`config.mk`:
```
export PLATFORM = sky130hd
export DESIGN_NAME = mux_16_rr_arbiter
export DESIGN_NICKNAME = d
export VERILOG_FILES = /design/src/rtl/mux_16_rr_arbiter.sv
export SDC_FILE = /design/constraint.sdc
export NUM_CORES = 1
export LEC_CHECK = 0
export CELL_PAD_IN_SITES_DETAIL_PLACEMENT = 1
export CELL_PAD_IN_SITES_GLOBAL_PLACEMENT = 2
export CORE_ASPECT_RATIO = 0.8
export CORE_MARGIN = 2
export CORE_UTILIZATION = 40
export DETAILED_ROUTE_END_ITERATION = 10
export DONT_BUFFER_PORTS = 1
export PLACE_DENSITY = 0.89
export SYNTH_ARGS = -nofsm -noshare
export SYNTH_HDL_FRONTEND = slang
export SYNTH_SLANG_ARGS = --single-unit
```
`constraint.sdc`:
```
create_clock -name clk -period 5.8 [get_ports clk]
set_input_delay 0.87 -clock clk [delete_from_list [all_inputs] [get_ports clk]]
set_output_delay 0.87 -clock clk [all_outputs]
set_load 0.01 [all_outputs]
```
`src/rtl/mux_16_rr_arbiter.sv`:
```
// Round-robin arbiter steering a 16:1 data mux, with bounded bursts and a valid/ready output.
// Optional build macro MUX_ARB_TIMEOUT_EN adds a forced release after TIMEOUT_CYCLES stalled cycles.
module mux_16_rr_arbiter #(
    parameter int MAX_BURST      = 4,
    parameter int TIMEOUT_CYCLES = 64
) (
    input  logic        clk,
    input  logic        rst_n,
    input  logic [15:0] req,
    input  logic        out_ready,
    output logic [15:0] grant,
    output logic [3:0]  sel,
    output logic        out_valid,
    output logic        busy,
    output logic        timeout
);

    // Handshake: a beat transfers on every rising clk edge where out_valid && out_ready.
    typedef enum logic {IDLE, GRANT} state_t;

    state_t      state_q, state_d;
    logic [15:0] grant_q, grant_d;
    logic [3:0]  sel_q, sel_d;
    logic        out_valid_q, out_valid_d;
    logic        busy_q, busy_d;
    logic        timeout_q, timeout_d;
    logic [3:0]  ptr_q, ptr_d;
    logic [7:0]  beat_q, beat_d;

    logic        accept, req_w, last_beat, to_hit, rel, grant_load;
    logic [3:0]  arb_start;
    logic [4:0]  win;

    // Returns {found, index} of the first set bit scanning start, start+1, ... mod 16.
    function automatic logic [4:0] pick(input logic [15:0] r, input logic [3:0] start);
        logic [4:0] res;
        logic [3:0] idx;
        res = '0;
        for (int i = 15; i >= 0; i--) begin
            idx = start + 4'(i);
            if (r[idx]) res = {1'b1, idx};
        end
        return res;
    endfunction

    assign accept    = out_valid_q && out_ready;
    assign req_w     = req[sel_q];
    assign last_beat = (beat_q == 8'(MAX_BURST - 1));
    assign arb_start = (state_q == GRANT) ? sel_q + 4'd1 : ptr_q;
    assign win       = pick(req, arb_start);

    always_comb begin
        state_d     = state_q;
        grant_d     = grant_q;
        sel_d       = sel_q;
        out_valid_d = out_valid_q;
        busy_d      = busy_q;
        ptr_d       = ptr_q;
        beat_d      = beat_q;
        timeout_d   = 1'b0;
        grant_load  = 1'b0;
        rel         = 1'b0;
        case (state_q)
            IDLE: begin
                if (win[4]) grant_load = 1'b1;
            end
            GRANT: begin
                // Dropping the request releases whether or not a beat moved this cycle.
                rel = !req_w || (accept && last_beat) || to_hit;
                if (rel) begin
                    ptr_d     = sel_q + 4'd1;
                    timeout_d = to_hit;
                    if (win[4]) begin
                        grant_load = 1'b1;
                    end else begin
                        state_d     = IDLE;
                        grant_d     = '0;
                        out_valid_d = 1'b0;
                        busy_d      = 1'b0;
                        beat_d      = '0;
                    end
                end else if (accept) begin
                    beat_d = beat_q + 8'd1;
                end
            end
            default: state_d = IDLE;
        endcase
        if (grant_load) begin
            state_d     = GRANT;
            grant_d     = 16'd1 << win[3:0];
            sel_d       = win[3:0];
            out_valid_d = 1'b1;
            busy_d      = 1'b1;
            beat_d      = '0;
        end
    end

`ifdef MUX_ARB_TIMEOUT_EN
    logic [15:0] wait_q;

    assign to_hit = out_valid_q && !out_ready && (wait_q == 16'(TIMEOUT_CYCLES - 1));

    always_ff @(posedge clk or negedge rst_n) begin
        if (!rst_n) begin
            wait_q <= '0;
        end else if (grant_load || accept || !out_valid_d) begin
            wait_q <= '0;
        end else if (out_valid_q && !out_ready) begin
            wait_q <= wait_q + 16'd1;
        end
    end
`else
    // No wait counter in this build; the parameter stays so both builds share one instantiation.
    assign to_hit = 1'b0 && (TIMEOUT_CYCLES < 1);
`endif

    always_ff @(posedge clk or negedge rst_n) begin
        if (!rst_n) begin
            state_q     <= IDLE;
            grant_q     <= '0;
            sel_q       <= '0;
            out_valid_q <= 1'b0;
            busy_q      <= 1'b0;
            timeout_q   <= 1'b0;
            ptr_q       <= '0;
            beat_q      <= '0;
        end else begin
            state_q     <= state_d;
            grant_q     <= grant_d;
            sel_q       <= sel_d;
            out_valid_q <= out_valid_d;
            busy_q      <= busy_d;
            timeout_q   <= timeout_d;
            ptr_q       <= ptr_d;
            beat_q      <= beat_d;
        end
    end

    assign grant     = grant_q;
    assign sel       = sel_q;
    assign out_valid = out_valid_q;
    assign busy      = busy_q;
    assign timeout   = timeout_q;

endmodule

```
==> impl_metrics.yaml <==
cts:
  clk-insertion-delay-late_ps: 280
  cts_buffers: 5
  cts_tree: "built"
  post_cts_buffers: 0
  clock-sinks: 34
  cts_hold_buf: 0
  clockBufferDepth: 2
  cts_resized: 0
  clk_pin_slew_worst_paths_ps: 60
  cts_htree_levels: 2
  clockRootBuffer: "clkbuf_16"
worst_setup_path:
  crit_path_max_incr_delay_ps: 830
  cp-start-kind: "flip-flop"
  slowest_stage: "o41ai_1"
  rrSetupSlack_ps: 680
  cp_data_arrival_time_ps: 5280
  path_common_cell: "ha_1"
  path_class: "reg2reg"
  cp_max_fo: 21
  cp.required_ps: 5960
  crit_path_cell_trace: "ha_1, xnor2_2, a21o_1, buf_4, ha_1, inv_1, mux4_2, mux2_2, or2_2, o2111ai_1, a211oi_1, o41ai_1, nor3_2, a32o_1"
  end_kind: "flip-flop"
yosys:
  synth_async_sr_flop_share: 1.000
  syn_inst: 468
  ys_ff_latch: 34
  synthFlopType: "dfrtp_1"
  yosys.area_share.simple: 0.2143
  synth_top_family_by_area: "multiplexers"
  synth.area.mux_share: 0.2330
  ys_warn_count: 0
  synth_xor_area_frac: 0.04077
  ys_types: 78
  syn_nets: 495
  synth_compound_area_frac: 0.2275
  synthAdderAreaFrac: 0.02452
  synth_area_um2: 4081
  synth_edf_count: 0
  ys_seq_area_frac: 0.2085
  syn_avg_cell_area_um2: 8.721
worst_hold_path:
  hold_path_class: "in2async"
grt:
  grt-ovfl-total: 0
  track_usage: 0.2693
  grt_max_degree: 35
  grt_pass1_wl_mm: 22.52
  antenna_found_initial: 0
  grt_pass1_vias: 3880
floorplanning:
  core_um2: 9769
  io_pins: 42
  die-area_um2: 11030
  start_util: 0.4178
  die_h_um: 94.35
  die_w_um: 116.9
  num_rows: 32
drt:
  drt-initial-drc-count: 274
  vias_per_cell: 6.675
  wire_per_inst_um: 24.06
  drc: 0
  drt-total-wl_mm: 14.29
  antenna_left: 0
  first_pass_iters: 5
  vias: 3965
finish:
  mostFrequentLayoutCell: "nand2_1"
  final_cell_count_no_fill: 594
  layout_common_cells: "nand2_1 (44), nand3_1 (34), dfrtp_1 (34)"
  seqCellArea_um2: 850.8
  antenna_cells: 0
  layout-drive-gt1-share: 0.1528
  multi_input_area_um2: 3024
  nets: 484
  synthToLayoutAreaGrowth_pct: 5.825
  nFillCells: 1170
placement:
  gp_congestion: 1.015
  port_buffers: 0
  placed_cells: 586
  dp_hpwl_mm: 10.97
sta:
  finClkSkew_ps: 4.514
  finalCritPeriodShare: 0.8828
  finalSetupTns_ps: 0
  setup_viol: 0
  max_freq_ghz: 0.1953
  rsz0062_at_grt: "no"
  relSlewSlack: 0.3185
  slew_violations: 0
  hold_viol: 0
  min_period_ps: 5120
  worst_pin_slew_ps: 1009
outcome:
  outcome: "finished, final reports clean"
run:
  drv_cap: 0
[path summary, 6_finish.rpt]
kind | cells after the start | end | start
max in group asynchronous | 0 | grant[7] | rst_n
min | 0 | beat_q[3] | rst_n
min in group clk | 1 | beat_q[0] | beat_q[0]
max | 14 | grant[14] | sel[0]
min reg2reg | 1 | beat_q[0] | beat_q[0]
max reg2reg | 14 | grant[14] | sel[0]
[routing by layer]
metal | global-route usage | part of all wire | vias up
li1 | - | - | 1766
met1 | 0.4027 | 0.45 | 1982
met2 | 0.4080 | 0.45 | 186
met3 | 0.05006 | 0.080 | 31
met4 | 0.05392 | 0.021 | 0
met5 | 0 | 0 | -
[worst max-delay path, delay by kind of cell, from the launching register on]
kind / cells / cell delay, ps
AOI/OAI and AO/OA: 5 / 1620
xor gates and xnor gates: 1 / 250
adders and majority gates: 2 / 720
buffers and inverters: 2 / 530
DFF: 1 / 550
muxes: 2 / 860
and+or+nand+nor: 2 / 470
[cell type report]
type | count | area share
Multi-Input combinational cell | 394 | 0.7002
Inverter | 12 | 0.01101
Clock inverter | 2 | 0.002897
Tap cell | 136 | 0.03940
Sequential cell | 34 | 0.1970
Clock buffer | 6 | 0.03216
Timing Repair Buffer | 10 | 0.01738
[sequential cells by signal, indices dropped and copies added, names as in the netlist]
name and count:
state_q 1, sel 4, grant 16, busy 1, ptr_q 4, beat_q 8
[synthesized netlist by cell type, types with 8 or more instances]
cell,number,area share
a21o_1,8,0.015
a21oi_1,26,0.032
a22o_1,9,0.019
and2_1,14,0.021
clkbuf_1,9,0.0083
dfrtp_1,34,0.21
ha_1,8,0.025
inv_1,9,0.0083
mux2_1,9,0.025
mux2_2,10,0.028
mux2i_1,25,0.061
mux4_2,21,0.12
nand2_1,44,0.040
nand2b_1,8,0.012
nand3_1,34,0.042
nor2_1,26,0.024
nor3_1,8,0.0098
o21ai_0,19,0.023
o21ai_1,13,0.016
xnor2_1,10,0.021
[logic make-up (layout without fill, tap and decap cells)]
logic type | after synthesis | after routing
DFF | 34 | 34
and+or+nand+nor | 169 | 169
AOI/OAI and AO/OA | 134 | 134
xor gates and xnor gates | 16 | 16
other | 1 | 1
muxes | 66 | 66
buffers and inverters | 40 | 30
adders and majority gates | 8 | 8
[per-stage QoR]
| stage | cell area [µm²] | utilization | hold slack (ps) | setup WS, ps |
|---|---|---|---|---|
| 2_1_floorplan | 4081 | - | 490.3 | 1376 |
| 3_3_place_gp | 4168 | 0.4266 | 516.7 | 1067 |
| 3_5_place_dp | 4168 | 0.4266 | 532.4 | 850.5 |
| 4_1_cts | 4319 | 0.4421 | 279.7 | 755.3 |
| 5_1_grt | 4319 | 0.4421 | 274.9 | 471.5 |
| 6_report | 4319 | 0.4421 | 284.3 | 679.7 |
Power is not shown: default switching activity piles up to over one toggle a cycle in this logic, so the estimate is an artifact.
